`src/rtl/fetch_queue_stage.sv`:
```
// Instruction fetch front end: PC register, combinational imem read, DEPTH-entry {pc, instr} queue to Decode.
// One-cycle fetch-to-decode latency; fetch stalls only when the queue is full and its head is not popped.
module fetch_queue_stage #(
  parameter int              XLEN     = 32,
  parameter int              INCR     = 4,
  parameter int              DEPTH    = 4,
  parameter logic [XLEN-1:0] RESET_PC = '0,
  localparam int             CW       = $clog2(DEPTH + 1)
) (
  input  logic            clk,
  input  logic            rst,
  input  logic            redirect,
  input  logic [XLEN-1:0] redirect_base,
  input  logic [XLEN-1:0] redirect_disp,
  output logic [XLEN-1:0] imem_addr,
  input  logic [XLEN-1:0] imem_data,
  output logic            dec_valid,
  input  logic            dec_ready,
  output logic [XLEN-1:0] dec_instr,
  output logic [XLEN-1:0] dec_pc,
  output logic [CW-1:0]   count
);

  localparam int PW = $clog2(DEPTH);

  logic [XLEN-1:0] pc;
  logic [XLEN-1:0] buf_pc    [DEPTH];
  logic [XLEN-1:0] buf_instr [DEPTH];
  logic [PW-1:0]   rd_ptr;
  logic [PW-1:0]   wr_ptr;
  logic            push;
  logic            pop;

  // A full queue keeps fetching when its head leaves in the same cycle.
  assign pop  = (count != '0) & dec_ready & ~redirect;
  assign push = ~redirect & ((count < CW'(DEPTH)) | pop);

  always_ff @(posedge clk or posedge rst) begin
    if (rst) begin
      pc     <= RESET_PC;
      rd_ptr <= '0;
      wr_ptr <= '0;
      count  <= '0;
    end else if (redirect) begin
      pc     <= redirect_base + redirect_disp;
      rd_ptr <= '0;
      wr_ptr <= '0;
      count  <= '0;
    end else begin
      if (push) begin
        pc     <= pc + XLEN'(INCR);
        wr_ptr <= wr_ptr + PW'(1);
      end
      if (pop) begin
        rd_ptr <= rd_ptr + PW'(1);
      end
      if (push && !pop) begin
        count <= count + CW'(1);
      end else if (pop && !push) begin
        count <= count - CW'(1);
      end
    end
  end

  // Storage is not reset: outputs are masked while the queue is empty.
  always_ff @(posedge clk) begin
    if (push) begin
      buf_pc[wr_ptr]    <= pc;
      buf_instr[wr_ptr] <= imem_data;
    end
  end

  assign imem_addr = pc;
  assign dec_valid = (count != '0);
  assign dec_pc    = dec_valid ? buf_pc[rd_ptr]    : '0;
  assign dec_instr = dec_valid ? buf_instr[rd_ptr] : '0;

endmodule

```
`config.mk`:
```
export PLATFORM = sky130hd
export DESIGN_NAME = fetch_queue_stage
export DESIGN_NICKNAME = d
export VERILOG_FILES = /design/src/rtl/fetch_queue_stage.sv
export SDC_FILE = /design/constraint.sdc
export NUM_CORES = 1
export LEC_CHECK = 0
export ABC_AREA = 1
export BUFFER_PORTS_ARGS = -buffer_cell sky130_fd_sc_hd__buf_4
export CAP_MARGIN = 20
export CORE_AREA = 2 2 121 241
export DETAILED_ROUTE_END_ITERATION = 10
export DIE_AREA = 0 0 123 243
export PLACE_DENSITY = 0.75
export SLEW_MARGIN = 20
export SYNTH_ARGS = -nofsm -noshare
export SYNTH_HDL_FRONTEND = slang
export SYNTH_SLANG_ARGS = --single-unit
```
`constraint.sdc`:
```
create_clock -name clk -period 4 [get_ports clk]
set_input_delay 0.4 -clock clk [delete_from_list [all_inputs] [get_ports clk]]
set_output_delay 0.4 -clock clk [all_outputs]
set_load 0.05 [all_outputs]
```
# --- Word-level counts from Yosys, hierarchy flattened ---
# Memories as Yosys holds them, arrays and structs flattened.
# Cells that the tools add are included.
# W data, S select, Z words.
op_classes:
  bitwise: 5
  n_lt_le_gt_ge: 1
  n_mul: 0
  n_div: 0
  reduce_logical: 8
  muxes: 13
  eq_ne: 0
  n_addsub: 6
  shift: 0
ops:
  columns: ["op", "count"]
  rows:
  - ["$mux W32", 4]
  - ["$add A32 B3 Y32 const B", 1]
  - ["$add A32 B32 Y32", 1]
  - ["$mux W3", 3]
  - ["$mux W2", 4]
  - ["$reduce_bool A3 Y1", 2]
  - ["$add A2 B1 Y2 const B", 2]
  - ["$reduce_bool A2 Y1", 2]
  - ["$add A3 B1 Y3 const B", 1]
  - ["$and A1 B1 Y1", 3]
  - ["$lt A3 B3 Y1 const B", 1]
  - ["$sub A3 B1 Y3 const B", 1]
  - ["$logic_and A1 B1 Y1", 2]
  - ["$logic_not A1 Y1", 2]
  - ["$mux W1", 2]
  - ["$not A1 Y1", 1]
  - ["$or A1 B1 Y1", 1]
totals:
  mem_bits_rw: 256
  word_cells: 39
  rom_bits: 0
  input_bits: 100
  out_inout_bits: 100
  n_memories: 2
  latchBits: 0
  register_bits: 39
mem_list:
  columns: ["memory", "depth", "width", "read_ports", "rd_clocked_by_memory_dff", "write_ports", "line", "text"]
  rows:
  - ["buf_instr", 4, 32, 1, 0, 1, "28", "logic [XLEN-1:0] buf_instr [DEPTH];"]
  - ["buf_pc", 4, 32, 1, 0, 1, "27", "logic [XLEN-1:0] buf_pc [DEPTH];"]

# --- Depth between registers and ports, before layout ---
# Gate-level depths: netlist of run 1.
logic_depth:
  ltp_word: 10
  mapped_depth: 15

# --- Least setup slack after synthesis of run 1 ---
# Ideal clock, no wire load.
synth_path:
  kind: "register to register"
  startpoint: "register count[1]"
  endpoint: "memory buf_instr[0][0], enable pin"
  synth_period_minus_slack_ps: 4827
  required_ps: 3514
  setup_slack_ps: -827
  path_buffers: 0
  setup_time_ps: 486
  t_arrival_ps: 4341
  stages_incl_launch_ff: 9
  cell_sequence: "dfrtp_1 -> inv_1 -> nand3_2 -> nand2_2 -> o21ai_2 -> inv_2 -> nor2_4 -> inv_1 -> nor2_1"
synth_via:
  elab_chain_len: 7
synth_rtl:
  columns: ["item", "line", "text"]
  rows:
  - ["from (decl)", "21", "output logic [CW-1:0] count"]
  - ["from (signal assigned)", "58", "count <= count + CW'(1);"]
  - ["from (signal assigned)", "60", "count <= count - CW'(1);"]
  - ["$reduce_bool A3 Y1", null, null]
  - ["via dec_valid", "17", "output logic dec_valid,"]
  - ["$and A1 B1 Y1 (2 in series)", "35", "assign pop = (count != '0) & dec_ready & ~redirect;"]
  - ["$or A1 B1 Y1", "36", "assign push = ~redirect & ((count < CW'(DEPTH)) | pop);"]
  - ["$and A1 B1 Y1", "36", null]
  - ["$mux W1", "67", "if (push) begin"]
  - ["$mux W1 (not written as such)", "69", "buf_instr[wr_ptr] <= imem_data;"]
  - ["to (decl)", "28", null]
# The timed path passes the listed nets, and every way through them passes these cells.

# --- Worst setup path in the final report of run 1 ---
layout_path:
  startpoint: "register rd_ptr[0]"
  endpoint: "output port dec_pc[30]"
layout_via:
  elab_chain_len: 2
layout_rtl:
  columns: ["item", "line", "text"]
  rows:
  - ["from (decl)", "29", "logic [PW-1:0] rd_ptr;"]
  - ["from (signal assigned)", "55", "rd_ptr <= rd_ptr + PW'(1);"]
  - ["$mem_v2 Z4 W32", null, null]
  - ["$mux W32", "75", "assign dec_pc = dec_valid ? buf_pc[rd_ptr] : '0;"]
  - ["to (decl)", "20", "output logic [XLEN-1:0] dec_pc,"]
# Every way passes these cells.

==> out/metrics.cfg, run 1 <==
[status]
outcome = finished with violations
violations = negative hold slack

[routing]
drt_wl_total_microns = 38600
drc = 0
wl_per_cell_microns = 18.0
drt_iter0_markers = 995
dr.pass1.iters = 5
vias = 11773
drtAntennaViolNets = 0
viasPerCell = 5.48

[logic_synthesis]
yosys_register_bits = 295
synth_warnings = 0
synth.distinct_cells = 41
syn_area_sq_um = 14700
mappedNetlistNets = 1732
ys_seq_area_share_pct = 58.9
syn_inst = 1594
synth.avg_cell_area_sq_um = 9.23

[cells_and_area]
mostFrequentLayoutCells = nor2_1, nand2_1, edfxtp_1
postLayoutCoreUtil_pct = 61.5
drive_gt1_share_pct = 16.2
final_common_cell = nor2_1
area_growth_pct = 17.5
fillers = 2412
final_nets = 1913
diodes = 0

[floorplan]
die_w_microns = 123
start_util_pct = 52.4
row_count = 87
io_pins = 200
die_h_microns = 243
die_area_sq_um = 29900
coreArea_sq_um = 28100

[placed_design]
dp_hpwl_microns = 27300
dp_slack_ns = 1.23
port_buffers = 199
gp_congestion = 0.962

[cts]
clockRootBuffer = clkbuf_16
clockBufferDepth = 3
post_cts_buffers = 0
htreeDepth = 1
clk_latency_ns = 0.53
cts_resized = 0
cts_made_buffers = 23
tritoncts = yes
clk_pin_slew_ns = 0.07
clkSinkCount = 295
ctsHoldBuffers = 0

[setup_path]
setup.worst_path.class = register to output port
cp_slowest_cell = buf_4
cpPeakStageDelay_ns = 0.71
critPathArrivalTime_ns = 2.89
worst-endpoint-required_ns = 3.60
worstPathMaxFanout = 86
startpoint_type = register
worstPathCellList = buf_4, nor2_1, nor2_1, o21ai_0, a21oi_1, buf_4
end_kind = output port

[sta]
skew_ns = 0.0144
drv_slew = 0
finalHoldViolCount = 1
fin_ws_ns = 0.712
rsz0062_at_grt = false
maxSlewHeadroom_pct = 38.5
holdWs_ns = -0.00234
setup_violations = 0
worst_pin_slew_ns = 0.922
final.period_utilization_pct = 82.2
max_freq_ghz = 0.304
min_period_ns = 3.29

[run]
cap_viol_max_count = 0

[pwr]
ir_worst_vdd_v = 0.000448
power.leakage_uw = 0.00718
power_per_cell_area_nw_per_um2 = 724

[hold_path]
holdCritPathClass = primary input to async pin

[grt]
grt_max_degree = 95
grtUsageTotal_pct = 25.7
grt_pass1_wl_microns = 59000
grt_overflow = 0
grt_pass1_vias = 11563
antenna_found_initial = 0

==> power by group <==
group	leakage [uW]	internal (uW)	switching [uW]	total (uW)
Combinational	0.00402	1490	4130	5620
Sequential	0.00282	4150	505	4650
Clock	0.000341	1200	1030	2230
Total	0.00718	6840	5670	12500
==> cell usage after synthesis <==
library cell,n,area [sq um]
nor2_1,354,1330
nand2_1,286,1070
edfxtp_1,256,7690
o21ai_0,163,816
inv_1,122,458
a21oi_1,116,581
nand3_1,46,230
dfrtp_1,39,976
ha_1,36,450
clkbuf_1,27,101
buf_2,19,95.1
xor2_1,14,123
inv_2,13,48.8
nor3_1,12,60.1
buf_1,11,41.3
nand4_1,10,62.6
nand3b_1,8,60.1
nand2_2,6,37.5
xnor2_1,6,52.6
nor2_4,5,56.3
o21ai_1,5,25.0
o21bai_1,5,37.5
a31oi_1,4,25.0
nor2_2,4,25.0
and2_1,3,18.8
nor3_2,3,30.0
a21oi_2,2,17.5
fa_1,2,40.0
nand3_2,2,20.0
nor3_4,2,32.5
o211ai_1,2,15.0
o22ai_1,2,12.5
a21boi_0,1,7.51
a21o_1,1,7.51
a22oi_1,1,7.51
a32oi_1,1,8.76
buf_4,1,7.51
buf_6,1,11.3
nor4_1,1,6.26
o21ai_2,1,8.76
or2_1,1,6.26
==> state kept, by name (all words and copies together) (netlist names) <==
register,flops
buf_instr,128
imem_addr,32
count,3
wr_ptr,2
rd_ptr,2
buf_pc,128
==> stage by stage <==
stage / hold slack, ns / instances / cell area, sq um / total power (uW) / setup TNS, ns
after global routing: 0.0515 / 2147 / 17300 / 13100 / 0
after global placement: 0.561 / 2106 / 16600 / 10200 / 0
after floorplan: 0.499 / 1594 / 14700 / 8460 / -211.68
final: -0.00234 / 2147 / 17300 / 12500 / 0
after detailed placement: 0.564 / 2106 / 16600 / 10400 / 0
after CTS: 0.00239 / 2147 / 17300 / 12600 / 0
==> cell families after synthesis <==
kind of cell / count (synthesis) / synth area share, %
xor gates and xnor gates: 20 / 1.19
and+or+nand+nor: 743 / 20.7
DFF: 295 / 58.9
AOI/OAI and AO/OA: 304 / 10.7
buffers and inverters: 194 / 5.19
adders and majority gates: 38 / 3.33
==> critical path: cells and delay by family (launching register included) <==
family | cells | cell delay, ns
compound gates | 2 | 0.47
simple gates | 2 | 0.27
buf+inv | 2 | 1.00
flops | 1 | 0.53
==> final timing paths <==
path / slack, ns / depth (start not counted) / endpoint / from
max: 0.71 / 6 / dec_pc[30] / rd_ptr[0]
min: -0.002 / 3 / count[1] / rst
max reg2reg: 1.30 / 9 / buf_pc[0][29] / count[2]
min reg2reg: 0.59 / 2 / count[2] / count[2]
max in group asynchronous: 3.60 / 3 / rd_ptr[0] / rst
min in group clk: 0.07 / 1 / buf_instr[1][29] / imem_data[29]
==> final cells by class <==
class	count	area, sq um	share of cell area, %
clock buffer	30	602	3.48
clock inverter	11	108	0.623
inverter	135	509	2.95
multi-input combinational	1105	5310	30.7
sequential	295	8670	50.2
tap	356	445	2.58
timing repair buffer	215	1640	9.48
==> per-layer routing <==
layer	GRT usage (%)	part of all wire, %
met1	26.0	34
met2	49.9	56
met3	1.93	4.0
met4	14.4	6.0
met5	0	0
(Power assumes the default switching activity.)
==> inputs of run 2 (changes only) <==
==> constraint.sdc (replaced) <==
create_clock -name clk -period 2.8 [get_ports clk]
set_input_delay 0.28 -clock clk [delete_from_list [all_inputs] [get_ports clk]]
set_output_delay 0.28 -clock clk [all_outputs]
set_load 0.05 [all_outputs]
==> run 2 against run 1 <==
Net effect: the flow now finishes without violations; critical path depth down 1; final cell count up 2.0%; clock-buffer cell count shrank 3; sequential share of layout area shrank 1.4 points; critical path type unchanged; largest power group unchanged; highest routed layer unchanged.
==> out/metrics.cfg, run 2 (synthesis gave the netlist of run 1 again) <==
[setup_path]
cpPeakStageDelay_ns = 0.50  ; -0.21 ns
cpLargestDelayFamily = buffers and inverters
cp_num_buf_inv = 3  ; +1
setup.worst_path.class = register to output port
path_common_cell = buf_4
critPathArrivalTime_ns = 2.36  ; -0.53 ns
worstPathCellList = clkinv_2, buf_4, o21ai_0, a21oi_1, buf_4
worstPathMaxFanout = 31  ; -64%
cp_slowest_cell = dfrtp_4
end_kind = output port
worst-endpoint-required_ns = 2.52  ; -1.08 ns
startpoint_type = register

[placed_design]
port_buffers = 199  ; unchanged
dp_hpwl_microns = 29200  ; +6.8%
gp_congestion = 0.996  ; +3.5%
place_inst = 2116  ; +0.47%
dp_slack_ns = 0.391  ; -0.842 ns

[pwr]
power_per_cell_area_nw_per_um2 = 1020  ; +41%
power.leakage_uw = 0.00738  ; +2.8%
power.total_uw = 18100  ; +45%
ir_worst_vdd_v = 0.000656  ; +46%

[routing]
drt_iter0_markers = 810  ; -19%
viasPerCell = 5.48  ; about the same
drt_wl_total_microns = 40600  ; +5.3%
drtAntennaViolNets = 0  ; unchanged
wl_per_cell_microns = 18.6  ; +3.2%
vias = 12005  ; +2.0%
dr.pass1.iters = 5  ; unchanged
drc = 0  ; unchanged

[cts]
clockBufferDepth = 3  ; unchanged
clk_latency_ns = 0.52  ; about the same
clkSinkCount = 295  ; unchanged
cts_made_buffers = 23  ; unchanged
clk_pin_slew_ns = 0.07  ; about the same
htreeDepth = 1  ; unchanged
clockRootBuffer = clkbuf_16
tritoncts = yes

[cells_and_area]
mostFrequentLayoutCells = nor2_1, nand2_1, edfxtp_1
postLayoutCoreUtil_pct = 63.3  ; +1.8 points
drive_gt1_share_pct = 16.6  ; +0.44 points
diodes = 0  ; unchanged
area_growth_pct = 20.9
final_nets = 1957  ; +2.3%
final_cells = 2190  ; +2.0%
final_common_cell = nor2_1

[sta]
fin_ws_ns = 0.156  ; -0.556 ns
holdWs_ns = 0.0734  ; +0.0757 ns
worst_pin_slew_ns = 0.965  ; +0.0423 ns
final.period_utilization_pct = 94.4
finalHoldViolCount = 0  ; -1
rsz0062_at_grt = false
skew_ns = 0.0121  ; -0.00232 ns
maxSlewHeadroom_pct = 35.6  ; -2.9 points
setup_violations = 0  ; unchanged
max_freq_ghz = 0.378
min_period_ns = 2.64
drv_slew = 0  ; unchanged

[grt]
grt_max_degree = 67  ; -29%
antenna_found_initial = 0  ; unchanged
grtUsageTotal_pct = 27.0  ; +1.2 points
grt_pass1_wl_microns = 61500  ; +4.3%
grt_pass1_vias = 11932  ; +3.2%
grt_overflow = 0  ; unchanged

[floorplan]
coreArea_sq_um = 28100  ; unchanged
io_pins = 200  ; unchanged
start_util_pct = 52.4  ; unchanged
row_count = 87  ; unchanged
die_w_microns = 123  ; unchanged
die_h_microns = 243  ; unchanged
die_area_sq_um = 29900  ; unchanged

[run]
cap_viol_max_count = 0  ; unchanged

[status]
outcome = complete, no violations

[hold_path]
holdCritPathClass = primary input to register

-- run 2: timing repair --
action,4_1_cts,5_1_grt
endpoints found under the setup margin,0,28
hold endpoints to repair,151,0
hold buffers,34,0
buffers inserted,0,0
resized for setup,0,4
-- run 2: final cells by class --
type / instances / area [sq um]
clock buffer: 27 / 591
clock inverter: 13 / 103
fill: 2318 / 10300
inverter: 135 / 510
multi-input combinational: 1105 / 5320
sequential: 295 / 8670
tap: 356 / 445
timing repair buffer: 259 / 2140
-- run 2: power by group --
part	switching [uW]	internal, uW
Clock	1470	1620
Sequential	630	5930
Combinational	6130	2310
-- run 2: final timing paths --
path                                        from  cells past startpoint  slack, ns          endpoint
worst min register to register          count[2]                      2       0.57          count[2]
min in group asynchronous                    rst                      3       0.53          count[1]
worst min-delay path            redirect_disp[0]                      4       0.07      imem_addr[0]
worst max register to register          count[2]                      9       0.38  buf_instr[0][10]
worst max-delay path                   rd_ptr[0]                      5       0.16        dec_pc[27]
max in group asynchronous                    rst                      4       1.47     imem_addr[25]
-- run 2: layer usage --
| layer | vias to the layer above | global-route usage (%) | part of all wire [%] |
|---|---|---|---|
| li1 | 5792 | - | - |
| met1 | 5668 | 26.8 | 33 |
| met2 | 403 | 51.2 | 56 |
| met3 | 142 | 2.07 | 4.0 |
| met4 | 0 | 18.1 | 7.3 |
| met5 | - | 0 | 0 |
-- run 2: stage by stage --
step,cell area (sq um),TNS (ns)
global route,17800,0
floorplan,14800,-23.45
global placement,16700,0
CTS,17800,0
detailed placement,16700,0
finish,17800,0
-- run 2: worst reg2reg max path: stages (launching register included) --
cell     delay, ns
dfrtp_2       0.40
inv_1         0.07
nand3_4       0.09
nand2_2       0.08
o21ai_2       0.17
inv_2         0.19
nor2_4        0.19
inv_1         0.19
nor2_4        0.42
buf_12        0.28
